## src/rtl/ubutterfly_pipe_if.sv

```systemverilog
// ubutterfly_pipe_if
//   Input and output handshake bundle for the butterfly pipeline.
//
//   Valid/ready rule for both channels: a transfer happens on a rising
//   clock edge where valid and ready are both high. A producer holds
//   valid and its payload steady until that transfer.
//
//   Signals
//     in_valid, in_ready  input channel handshake
//     s                   0 = DIT, 1 = DIF, travels with the sample
//     a, b                signed data, DW bits
//     w                   signed real twiddle, WW bits
//     out_valid, out_ready output channel handshake
//     out_a, out_b        signed results, OW bits
//
//   Modports
//     master  the upstream/downstream side (drives the inputs, takes the results)
//     slave   the butterfly itself
interface ubutterfly_pipe_if #(
  parameter int DW = 8,
  parameter int WW = 8,
  parameter int OW = 16
);
  logic                 in_valid;
  logic                 in_ready;
  logic                 s;
  logic signed [DW-1:0] a;
  logic signed [DW-1:0] b;
  logic signed [WW-1:0] w;
  logic                 out_valid;
  logic                 out_ready;
  logic signed [OW-1:0] out_a;
  logic signed [OW-1:0] out_b;

  modport master (
    output in_valid, s, a, b, w, out_ready,
    input  in_ready, out_valid, out_a, out_b
  );

  modport slave (
    input  in_valid, s, a, b, w, out_ready,
    output in_ready, out_valid, out_a, out_b
  );
endinterface

```

## src/rtl/ubutterfly_pipe.sv

```systemverilog
// ubutterfly_pipe
//   Three-stage unified radix-2 butterfly (DIT or DIF per sample).
//     DIT: out_a = a + w*b, out_b = a - w*b
//     DIF: out_a = a + b,   out_b = w*(a - b)
//   Results are computed at full precision (DW+WW+1 bits), optionally
//   rounded (half-up) and right-shifted by SHIFT, then saturated (SAT=1)
//   or wrapped (SAT=0) to OW bits.
//
//   Ports
//     clk       rising-edge clock
//     rst       synchronous active-high reset; discards in-flight samples
//     bus       ubutterfly_pipe_if slave: in/out valid-ready channels
//     sat_flag  sticky: set when any result saturated or wrapped
//     clr_flag  clears sat_flag (a simultaneous new overflow wins)
//
//   The whole pipe advances together: adv = !out_valid | out_ready, and
//   in_ready is adv. When adv is low every stage holds, so the output is
//   stable under backpressure and nothing is lost or duplicated.
module ubutterfly_pipe #(
  parameter int DW    = 8,
  parameter int WW    = 8,
  parameter int OW    = 16,
  parameter int SHIFT = 0,
  parameter int SAT   = 1
) (
  input  logic                clk,
  input  logic                rst,
  ubutterfly_pipe_if.slave    bus,
  output logic                sat_flag,
  input  logic                clr_flag
);
  localparam int FW = DW + WW + 1;                 // full-precision width
  localparam int RW = FW + 1;                      // room for the rounding add
  localparam int CW = ((RW > OW) ? RW : OW) + 1;   // compare width for range check

  localparam logic signed [RW-1:0] HALF =
    (SHIFT > 0) ? (RW'(1) << ((SHIFT > 0) ? (SHIFT - 1) : 0)) : '0;
  localparam logic signed [CW-1:0] ONE  = CW'(1);
  localparam logic signed [CW-1:0] MAXV = (ONE <<< (OW - 1)) - ONE;
  localparam logic signed [CW-1:0] MINV = -(ONE <<< (OW - 1));

  logic adv;

  // stage 1: raw capture
  logic                 s1_valid;
  logic                 s1_s;
  logic signed [DW-1:0] s1_a;
  logic signed [DW-1:0] s1_b;
  logic signed [WW-1:0] s1_w;

  // stage 2: DIT keeps x=a, y=w*b; DIF keeps x=a+b, y=a-b and w
  logic                 s2_valid;
  logic                 s2_s;
  logic signed [FW-1:0] s2_x;
  logic signed [FW-1:0] s2_y;
  logic signed [WW-1:0] s2_w;

  // stage 3: output registers
  logic                 s3_valid;
  logic signed [OW-1:0] s3_a;
  logic signed [OW-1:0] s3_b;

  logic signed [FW-1:0] s2_x_d;
  logic signed [FW-1:0] s2_y_d;
  logic signed [FW-1:0] ra;
  logic signed [FW-1:0] rb;
  logic [OW:0]          pa;
  logic [OW:0]          pb;

  assign adv           = !s3_valid | bus.out_ready;
  assign bus.in_ready  = adv;
  assign bus.out_valid = s3_valid;
  assign bus.out_a     = s3_a;
  assign bus.out_b     = s3_b;

  // Round, shift and range-limit one full-precision result.
  // Returns {overflow, value}.
  function automatic logic [OW:0] post(input logic signed [FW-1:0] r);
    logic signed [RW-1:0] t;
    logic signed [CW-1:0] c;
    logic [OW-1:0]        v;
    logic                 ovf;
    t   = (RW'(r) + HALF) >>> SHIFT;
    c   = CW'(t);
    ovf = (c > MAXV) || (c < MINV);
    v   = c[OW-1:0];
    if (ovf && (SAT != 0)) begin
      v = (c > MAXV) ? MAXV[OW-1:0] : MINV[OW-1:0];
    end
    return {ovf, v};
  endfunction

  always_comb begin
    s2_x_d = '0;
    s2_y_d = '0;
    if (!s1_s) begin
      s2_x_d = FW'(s1_a);
      s2_y_d = FW'(s1_w) * FW'(s1_b);
    end else begin
      s2_x_d = FW'(s1_a) + FW'(s1_b);
      s2_y_d = FW'(s1_a) - FW'(s1_b);
    end
  end

  // w*(a-b) is bounded by 2^(DW+WW-1), so the low FW bits of the product are exact.
  always_comb begin
    ra = '0;
    rb = '0;
    if (!s2_s) begin
      ra = s2_x + s2_y;
      rb = s2_x - s2_y;
    end else begin
      ra = s2_x;
      rb = FW'(s2_w) * s2_y;
    end
  end

  assign pa = post(ra);
  assign pb = post(rb);

  always_ff @(posedge clk) begin
    if (rst) begin
      s1_valid <= 1'b0;
      s2_valid <= 1'b0;
      s3_valid <= 1'b0;
      s3_a     <= '0;
      s3_b     <= '0;
      sat_flag <= 1'b0;
    end else begin
      if (adv) begin
        s1_valid <= bus.in_valid;
        if (bus.in_valid) begin
          s1_s <= bus.s;
          s1_a <= bus.a;
          s1_b <= bus.b;
          s1_w <= bus.w;
        end
        s2_valid <= s1_valid;
        if (s1_valid) begin
          s2_s <= s1_s;
          s2_x <= s2_x_d;
          s2_y <= s2_y_d;
          s2_w <= s1_w;
        end
        s3_valid <= s2_valid;
        if (s2_valid) begin
          s3_a <= pa[OW-1:0];
          s3_b <= pb[OW-1:0];
        end
      end
      // a new overflow loading into stage 3 beats a clear in the same cycle
      if (adv && s2_valid && (pa[OW] || pb[OW])) begin
        sat_flag <= 1'b1;
      end else if (clr_flag) begin
        sat_flag <= 1'b0;
      end
    end
  end
endmodule

```

## src/flat_wrapper.sv

```systemverilog
// flat-port wrapper written by rule: the top's interface ports become plain ports
module ubutterfly_pipe_flat 
#(
  parameter int DW    = 8,
  parameter int WW    = 8,
  parameter int OW    = 16,
  parameter int SHIFT = 0,
  parameter int SAT   = 1
)
  (clk, rst, sat_flag, clr_flag, bus_in_valid, bus_s, bus_a, bus_b, bus_w, bus_out_ready, bus_in_ready, bus_out_valid, bus_out_a, bus_out_b);
  ubutterfly_pipe_if #(.DW(DW), .WW(WW), .OW(OW)) bus_i ();
  input  logic clk;
  input  logic rst;
  output logic sat_flag;
  input  logic clr_flag;
  input wire logic [$bits(bus_i.in_valid)-1:0] bus_in_valid;
  input wire logic [$bits(bus_i.s)-1:0] bus_s;
  input wire logic [$bits(bus_i.a)-1:0] bus_a;
  input wire logic [$bits(bus_i.b)-1:0] bus_b;
  input wire logic [$bits(bus_i.w)-1:0] bus_w;
  input wire logic [$bits(bus_i.out_ready)-1:0] bus_out_ready;
  output wire logic [$bits(bus_i.in_ready)-1:0] bus_in_ready;
  output wire logic [$bits(bus_i.out_valid)-1:0] bus_out_valid;
  output wire logic [$bits(bus_i.out_a)-1:0] bus_out_a;
  output wire logic [$bits(bus_i.out_b)-1:0] bus_out_b;
  assign bus_i.in_valid = bus_in_valid;
  assign bus_i.s = bus_s;
  assign bus_i.a = bus_a;
  assign bus_i.b = bus_b;
  assign bus_i.w = bus_w;
  assign bus_i.out_ready = bus_out_ready;
  assign bus_in_ready = bus_i.in_ready;
  assign bus_out_valid = bus_i.out_valid;
  assign bus_out_a = bus_i.out_a;
  assign bus_out_b = bus_i.out_b;
  ubutterfly_pipe #(.DW(DW), .WW(WW), .OW(OW), .SHIFT(SHIFT), .SAT(SAT)) u_core (.clk(clk), .rst(rst), .bus(bus_i), .sat_flag(sat_flag), .clr_flag(clr_flag));
endmodule
```

## config.mk

```make
export PLATFORM = sky130hd
export DESIGN_NAME = ubutterfly_pipe_flat
export DESIGN_NICKNAME = d
export VERILOG_FILES = /design/src/rtl/ubutterfly_pipe_if.sv /design/src/rtl/ubutterfly_pipe.sv /design/src/flat_wrapper.sv
export SDC_FILE = /design/constraint.sdc
export NUM_CORES = 1
export LEC_CHECK = 0
export BUFFER_PORTS_ARGS = -buffer_cell sky130_fd_sc_hd__buf_4
export CORE_ASPECT_RATIO = 1.25
export CORE_MARGIN = 2
export CORE_UTILIZATION = 49
export CTS_BUF_LIST = sky130_fd_sc_hd__clkbuf_4
export DETAILED_ROUTE_END_ITERATION = 16
export GPL_ROUTABILITY_DRIVEN = 0
export PLACE_DENSITY_LB_ADDON = 0.12
export RECOVER_POWER = 25
export SETUP_SLACK_MARGIN = 0.3
export SLEW_MARGIN = 30
export SYNTH_ARGS = -nofsm -noshare
export SYNTH_HDL_FRONTEND = slang
export SYNTH_SLANG_ARGS = --single-unit
```

## constraint.sdc

```tcl
create_clock -name clk -period 8.42 [get_ports clk]
set_input_delay 0.421 -clock clk [delete_from_list [all_inputs] [get_ports clk]]
set_output_delay 0.421 -clock clk [all_outputs]
set_load 0.005 [all_outputs]
```

==> results of run 1 <==
==> worst max path at each step <==
stage / slack (ns) / startpoint / endpoint / depth (start not counted)
after floorplan: 3.40 / u_core.s2_y[0] / u_core.bus.out_b[7] / 18
after global placement: 2.93 / u_core.s2_w[2] / u_core.bus.out_b[2] / 17
after detailed placement: 2.78 / u_core.s2_w[2] / u_core.bus.out_b[1] / 17
after CTS: 2.76 / u_core.s2_w[2] / u_core.bus.out_b[12] / 17
after global routing: 2.43 / u_core.s2_w[2] / u_core.bus.out_b[8] / 17
final: 2.81 / u_core.s2_w[2] / u_core.bus.out_b[8] / 17
==> registers in the layout, summed over array words and instances, names as in the netlist, 8 cells and up <==
| signal | flops |
|---|---|
| u_core.bus.out_a | 16 |
| u_core.bus.out_b | 16 |
| u_core.s1_a | 8 |
| u_core.s1_b | 8 |
| u_core.s1_w | 8 |
| u_core.s2_w | 8 |
| u_core.s2_x | 9 |
| u_core.s2_y | 16 |
==> power breakdown <==
group          leakage (nW)  internal (mW)  total, mW  switching [mW]
clock                0.0698         0.0691      0.258           0.189
sequential            0.841          0.540      0.590          0.0498
combinational          4.75          0.696       1.58           0.882
total                  5.66           1.31       2.43            1.12
==> kinds of logic after synthesis <==
group,after synthesis,share of synthesized area (%)
AOI/OAI and AO/OA,226,13.5
xor gates and xnor gates,66,5.11
adders and majority gates,241,34.2
buffers and inverters,254,8.47
DFF,95,21.5
muxes,10,0.919
and+or+nand+nor,368,16.2
==> metrics by stage <==
step | hold slack [ns] | worst slack [ns] | total power [mW] | instances | util [%]
after floorplan | 0.424 | 3.40 | 1.81 | 1260 | -
after global placement | 0.457 | 2.93 | 2.17 | 1576 | 53.1
after detailed placement | 0.466 | 2.78 | 2.19 | 1576 | 53.1
after CTS | 0.0358 | 2.76 | 2.46 | 1592 | 53.7
after global routing | 0.0465 | 2.43 | 2.68 | 1593 | 53.7
final | 0.0960 | 2.81 | 2.43 | 1593 | 53.7
==> per-layer routing <==
layer / global-route usage (%) / part of all wire, % / up-vias
met5: 0 / 0 / -
met4: 6.50 / 2.7 / 0
met3: 3.08 / 3.2 / 42
met2: 41.3 / 52 / 138
met1: 27.4 / 42 / 4133
li1: - / - / 4162
==> cell type report <==
class	count	area, µm²	area share (%)
multi-input cells	911	8110	65.3
flip-flops and latches	95	2490	20.1
inverters	213	800	6.44
repair buffers	69	510	4.11
well taps	288	360	2.90
clock inverters	7	71.3	0.574
clock buffers	9	67.6	0.544
diodes	1	2.50	0.0202
==> layout by cell type (no fill, tap or decap), drive strengths merged, types with 6 or more instances in the layout <==
cell	Yosys	final
a211oi	40	40
a21o	14	14
a21oi	53	53
a31oi	6	6
and2	111	111
buf	9	41
clkbuf	32	37
dfxtp	36	36
edfxtp	59	59
fa	126	126
ha	113	113
inv	211	215
nand2	84	84
nand2b	23	23
nor2	96	96
nor2b	12	12
nor3	14	14
o21a	6	6
o21ai	58	58
o21bai	9	9
xnor2	46	46
xor2	19	19
==> results.md, run 1 <==
* Reg-to-reg endpoint: u_core.bus.out_b[8]
* IO Pins at 65
* Via count at 8,475
* Worst Path Max Fanout at 15
* Fillers at 2,208
* Warnings from Yosys at 0
* Power per Cell Area at 195 nW/µm²
* Setup_tns at 0 ns
* Max Root-Sink Buffers at 2
* Largest stage delay, worst path at 0.63 ns
* Clk slew on worst S/H paths at 0.18 ns
* Critical Path RT at 8.78 ns
* Hold buffer count at cts at 0
* Fin. max-slew vios at 39
* Hold path endpoint: u_core.s1_b[1]
* Final nets at 1,568
* Async SR Flop Fraction at 0%
* Yosys reg bits at 95
* Hold Path Depth at 1
* Setup violators final at 0
* Slowest CP cell: edfxtp_1
* WS Path Type: flip-flop to flip-flop
* RSZ-0062 raised after global routing: no
* Sink Count at 95
* CP Data Arrival Time at 5.97 ns
* Worst Skew at 0.0334 ns
* Worst Setup Start Kind: flip-flop
* Post-Syn Instances at 1,260
* Hpwl dp at 22,100 µm
* Initial antenna violation count at 1
* R2R Setup Slk at 2.81 ns
* Mapped Avg Cell Area at 9.19 µm²
* Antenna-violating nets left at 0
* Vias in the first global route at 8,799
* Setup bufs post-CTS at 0
* Cells along the critical path: and2_1 > fa_1 > fa_1 > fa_1 > inv_1 > fa_1 > inv_1 > ha_1 > o21ai_0 > nor3_1 > a221oi_1 > a21oi_1 > xor2_1 > nand2b_1 > o31ai_2 > o21a_1 > a211oi_2
* Largest net degree at the start of global routing at 39
* Area grow syn2layout at 7.26%
* Final min period at 5.61 ns
* Top-area cell type share of the netlist area at 21.8%
* Die height at 176 µm
* Most frequent cell after synthesis: inv_1
* Register area share after synthesis at 21.5%
* Fin area at 12,400 µm²
* Max-Cap Viols at 1
* Relative slew slack at -9.38%
* GR Overflow Total at 0
* Worst-Margin Slew at 1.64 ns
* Most used DFF post-synth: edfxtp_1
* Reg-to-Reg Start: u_core.s2_w[2]
* Final period util at 66.6%
* Cell mode on critical path: fa_1
* First-pass GRT wire length at 44,100 µm
* I/O Buffers at 64
* Routed len/inst at 16.8 µm
* WL final at 26,800 µm
* CTS buffer count at 9
* Total core area at 23,100 µm²
* EDFF count, synth at 59
* Crit path max-delay family: adder cells
* Share of cells above drive strength 1 at 9.43%
* Yosys cell types at 73
* Syn_nets at 1,529
* Die ar. at 24,900 µm²
* Cell Rows at 62
* Hold path start: bus_b[1]
* Status: complete, but fails checks
* Worst Hold Class: input port to flip-flop
* Worst vdd ir at 156 µV
* DRC at 0
* 1st-iter DRT viols at 411
* Cts repair resizes at 0
* Die width at 141 µm
* Leading area contributor after synthesis: fa_1
* TritonCTS clock tree: built
* Failing checks: max-capacitance violations, max-slew violations
* All-Layer GR Usage at 22.5%
* Cell Area, Synth at 11,600 µm²
* Drt pass-1 iters at 5
* Final Hold Vio Count at 0
* Maximum clock frequency at 178 MHz
* Leakage at 5.66 nW
* Max H-tree Level at 3
* Top cells by count, synth: inv_1 (211), fa_1 (126), ha_1 (113)
* DP Area at 12,300 µm²
* Initial Util at 50.1%
* Root Buffer: clkbuf_4
* Skew-Pair Late Insertion Delay at 0.50 ns
* CP bufs+invs at 2
* FF-to-FF path depth at 17
* Vias/cell at 5.32
* Crit path capture type: flip-flop
* Synth area leaders: fa_1 (22%), edfxtp_1 (15%), ha_1 (12%)
Note: power is estimated with default switching activity, not from simulation.
==> run 2: changes to the inputs <==
Clock period 8.42 ns to 4.79 ns, I/O delays scaled along.
==> results.md, run 2 (synthesis results as in run 1) <==
* Status: complete, but fails checks
* Failing checks: negative setup slack
* Worst Hold Class: input port to flip-flop
* Worst-Margin Slew at 0.719 ns
* Most common cell after layout, fill and taps aside: inv_1
* Sequential Power Share at 17.8%
* Cell-internal power at 3.14 mW
* CTS buffer count at 9
* Max-Cap Viols at 0
* Worst Path Max Fanout at 8
* TritonCTS clock tree: built
* Max Root-Sink Buffers at 2
* Die height at 176 µm
* R2R Setup Slk at -0.16 ns
* WL final at 28,700 µm
* Worst Setup Start Kind: flip-flop
* Drt pass-1 iters at 5
* Sink Count at 95
* Switch share at 44.0%
* Initial antenna violation count at 1
* Die ar. at 24,900 µm²
* I/O Buffers at 64
* RSZ-0062 raised after global routing: yes
* Place WS at -0.248 ns
* Largest net degree at the start of global routing at 40
* Root Buffer: clkbuf_4
* Fin worst setup slack at -0.163 ns
* Critical Path RT at 5.21 ns
* Vias/cell at 5.21
* IO Pins at 65
* Gate power share at 74.1%
* DRC at 0
* Cell Rows at 62
* WS Path Type: flip-flop to flip-flop
* Post-layout util at 62.6%
* Hold Path Depth at 4
* Clk slew on worst S/H paths at 0.19 ns
* Final Hold Vio Count at 0
* Largest stage delay, worst path at 0.57 ns
* Worst Skew at 0.0274 ns
* Die width at 141 µm
* Total power at 5.60 mW
* Slowest CP cell: edfxtp_1
* Sw Pwr at 2.47 mW
* Routed len/inst at 16.2 µm
* Leakage at 6.62 nW
* Share of cells above drive strength 1 at 25.1%
* Most frequent cells in the layout: inv_1 (194), buf_4 (158), fa_1 (118)
* Hpwl dp at 23,000 µm
* First-pass GRT wire length at 45,700 µm
* Fin. max-slew vios at 0
* Vias in the first global route at 9,456
* FF-to-FF path depth at 16
* GR Overflow Total at 0
* Cell mode on critical path: fa_1
* Initial Util at 50.1%
* Power per Cell Area at 387 nW/µm²
* Crit path capture type: flip-flop
* 1st-iter DRT viols at 480
* Final min period at 4.95 ns
* CP Data Arrival Time at 5.37 ns
* Final nets at 1,749
* Total core area at 23,100 µm²
* Via count at 9,239
* Worst vdd ir at 211 µV
* Antenna-violating nets left at 0
* Relative slew slack at 52.1%
* Final period util at 103%
* Setup violators final at 17
* Area grow syn2layout at 25.0%
* All-Layer GR Usage at 23.3%
* Clock Power Share at 8.1%
* Skew-Pair Late Insertion Delay at 0.51 ns
* Cells along the critical path: and2_4 > fa_1 > fa_1 > fa_1 > inv_1 > fa_1 > inv_2 > ha_4 > a21o_1 > a21o_1 > a211o_1 > a41oi_2 > xnor2_2 > mux2_4 > o21a_4 > a211oi_2
* Maximum clock frequency at 202 MHz
* Max H-tree Level at 3
-- run 2: cell types whose count changed in the layout (fill, tap and decap cells not counted), sizes merged --
cell	previous run	this run
clkinvlp	2	3
a31o	4	5
o21a	6	7
buf	41	180
dlygate4sd3	0	26
clkinv	3	1
clkbuf	37	51
dlymetal6s2s	0	1
-- run 2: power groups by stage --
| stage | combinational, mW | clock (mW) | sequential, mW |
|---|---|---|---|
| after floorplan | 2.40 | 0 | 1.01 |
| after global placement | 3.53 | 0 | 1.01 |
| after detailed placement | 3.59 | 0 | 1.02 |
| after CTS | 3.90 | 0.463 | 0.997 |
| after global routing | 4.57 | 0.486 | 1.00 |
| final | 4.15 | 0.454 | 0.996 |
-- run 2: area by class of cell --
cell class	count	area [µm²]
clock buffer	10	75.1
fill	1964	8650
inverter	213	805
timing repair buffer	248	1980
sequential	95	2490
tap	288	360
antenna	1	2.50
clock inverter	6	53.8
multi-input combinational	913	8700
-- run 2: routing by layer --
metal,track usage (%),vias to the layer above,routed length [µm]
met5,0,-,0
met4,8.96,0,1050
met1,27.4,4438,11600
met2,43.4,188,15300
met3,2.29,66,796
li1,-,4547,-
-- run 2: metrics by stage --
stage	setup TNS [ns]	hold slack (ns)	cells	cell area [µm²]
final	-2.02	0.0682	1774	14500
after global routing	-4.91	0.0651	1774	14500
after CTS	-2.97	0.0439	1741	13900
after detailed placement	-3.37	0.419	1687	13300
after global placement	-2.14	0.417	1687	13300
after floorplan	0	0.338	1260	11800
-- run 2: final timing paths --
kind | start | end
worst max-delay path | u_core.s2_w[5] | u_core.bus.out_b[0]
worst min-delay path | bus_out_ready | u_core.s1_valid
worst max register to register | u_core.s2_w[5] | u_core.bus.out_b[0]
worst min register to register | u_core.s1_valid | u_core.s1_valid
-- run 2: worst max-delay path: cells and delay by family (launching register included) --
kind / cells / cell delay, ns
buffers and inverters: 2 / 0.10
DFF: 1 / 0.57
adders and majority gates: 5 / 2.15
AOI/OAI and AO/OA: 6 / 1.36
and+or+nand+nor: 1 / 0.23
xor gates and xnor gates: 1 / 0.12
muxes: 1 / 0.34
-- run 2: timing repair --
action | CTS | global route
resized for setup | 49 | 82
endpoints found under the setup margin | 23 | 22
buffers inserted | 10 | 32
hold buffers | 26 | 0
hold endpoints to repair | 26 | 0
cloned | 2 | 0
pin swaps | 33 | 63
==> run 3: changes to the inputs <==
Settings changed: SETUP_SLACK_MARGIN 0.3 to 0.5, SKIP_LAST_GASP set to 1.
==> results.md, run 3 (synthesis results as in run 1) <==
* Total core area at 23,100 µm²
* Sink Count at 95
* Worst vdd ir at 249 µV
* Area grow syn2layout at 24.0%
* 1st-iter DRT viols at 408
* Total power at 5.53 mW
* Setup violators final at 16
* WL final at 28,200 µm
* CP Data Arrival Time at 5.33 ns
* RSZ-0062 raised after global routing: yes
* Clock Power Share at 7.9%
* Worst Hold Class: input port to flip-flop
* Sequential Power Share at 18.0%
* CP bufs+invs at 5
* Clk slew on worst S/H paths at 0.19 ns
* DRC at 0
* I/O Buffers at 64
* Reg-to-Reg Start: u_core.s2_w[2]
* Max-Cap Viols at 0
* Post-layout util at 62.1%
* Fin. max-slew vios at 0
* Sw Pwr at 2.45 mW
* GR Overflow Total at 0
* Cell Rows at 62
* Reg-to-reg endpoint: u_core.bus.out_b[9]
* Hold path endpoint: u_core.s2_valid
* FF-to-FF path depth at 19
* Maximum clock frequency at 203 MHz
* Cell-internal power at 3.09 mW
* Initial antenna violation count at 2
* WS Path Type: flip-flop to flip-flop
* Power per Cell Area at 385 nW/µm²
* Drt pass-1 iters at 8
* TritonCTS clock tree: built
* Die width at 141 µm
* Cells along the critical path: buf_4 > buf_4 > and2_1 > fa_1 > inv_1 > fa_2 > fa_1 > fa_1 > inv_1 > ha_1 > o21a_1 > nor2_1 > a21oi_2 > xor2_1 > buf_4 > nand2b_4 > o31ai_4 > o21a_4 > a211oi_2
* Final nets at 1,730
* Crit path capture type: flip-flop
* Hold path start: bus_out_ready
* Root Buffer: clkbuf_4
* Setup_tns at -1.48 ns
* Antenna-violating nets left at 0
* Skew-Pair Late Insertion Delay at 0.51 ns
* Final Instance Count excl. Fillers at 1,755
* Routed len/inst at 16.1 µm
* Die ar. at 24,900 µm²
* First-pass GRT wire length at 46,300 µm
* Switch share at 44.2%
* Hold Path Depth at 4
* Status: complete, but fails checks
* Largest stage delay, worst path at 0.58 ns
* All-Layer GR Usage at 23.5%
* Slowest CP cell: fa_2
* Worst Skew at 0.0402 ns
* Share of cells above drive strength 1 at 25.2%
* Leakage at 6.52 nW
* Die height at 176 µm
* Critical Path RT at 5.21 ns
* Via count at 9,290
* Vias in the first global route at 9,599
* Worst Setup Start Kind: flip-flop
* Placed cell count at 1,670
* Fin worst setup slack at -0.125 ns
* CTS buffer count at 9
* Max H-tree Level at 3
* Most frequent cells in the layout: inv_1 (192), buf_4 (146), fa_1 (116)
* Hpwl dp at 22,800 µm
* Largest net degree at the start of global routing at 40
* Gate power share at 74.1%
* Relative slew slack at 56.1%
* R2R Setup Slk at -0.12 ns
* Failing checks: negative setup slack
* Initial Util at 50.1%
* Final period util at 103%
* Max Root-Sink Buffers at 2
* Worst Path Max Fanout at 8
* Most common cell after layout, fill and taps aside: inv_1
* Final Hold Vio Count at 0
* Worst-Margin Slew at 0.652 ns
* IO Pins at 65
* Worst setup path start: u_core.s2_w[2]
* Crit path max-delay family: adder cells
* Vias/cell at 5.29
* Final min period at 4.91 ns
## run 3: power by group through the flow
stage                     registers, mW  clock network [mW]  logic, mW
after floorplan                    1.01                   0       2.42
after global placement             1.01                   0       3.48
after detailed placement           1.01                   0       3.53
after CTS                         0.994               0.451       3.87
after global routing               1.00               0.474       4.53
final                             0.994               0.439       4.10
## run 3: worst max-delay path by stage
stage / cells after the start / slack [ns] / to
CTS: 18 / -0.14 / u_core.bus.out_b[14]
global placement: 17 / -0.15 / u_core.bus.out_b[1]
finish: 19 / -0.12 / u_core.bus.out_b[9]
floorplan: 20 / 0.1 / u_core.bus.out_b[7]
global route: 19 / -0.34 / u_core.bus.out_b[14]
detailed placement: 16 / -0.23 / u_core.bus.out_b[1]
## run 3: cell type report
class | count | area, µm²
multi-input combinational | 913 | 8760
clock inverter | 6 | 51.3
clock buffer | 10 | 75.1
timing repair buffer | 229 | 1810
sequential | 95 | 2490
fill | 1980 | 8760
inverter | 213 | 801
tap | 288 | 360
antenna | 1 | 2.50
## run 3: per-stage QoR
step	hold WS, ns	instance area [µm²]	worst slack [ns]
floorplan	0.338	11800	0.0975
global placement	0.417	13200	-0.148
detailed placement	0.419	13200	-0.227
CTS	0.0200	14100	-0.145
global route	0.0578	14400	-0.345
finish	0.0546	14400	-0.125
## run 3: timing repair
| action | 4_1_cts | 5_1_grt |
|---|---|---|
| setup buffers | 32 | 7 |
| endpoints found under the hold margin | 27 | 0 |
| setup endpoints to repair | 23 | 24 |
| pin swaps | 54 | 54 |
| hold buffers | 27 | 0 |
| gates resized for setup | 69 | 52 |
| gates cloned | 2 | 0 |
## run 3: worst register-to-register path, delay by kind of cell, from the launching register on
kind	cells	cell delay, ns
buffers and inverters	5	0.61
adders and majority gates	5	2.36
xor gates and xnor gates	1	0.14
DFF	1	0.56
AOI/OAI and AO/OA	5	0.88
and+or+nand+nor	3	0.32
## run 3: per-layer routing
layer / track usage [%] / share of wire (%) / routed length [µm] / up-vias
li1: - / - / - / 4502
met1: 27.7 / 40 / 11200 / 4543
met2: 43.6 / 53 / 15000 / 190
met3: 3.05 / 3.4 / 973 / 55
met4: 8.54 / 3.5 / 991 / 0
met5: 0 / 0 / 0 / -
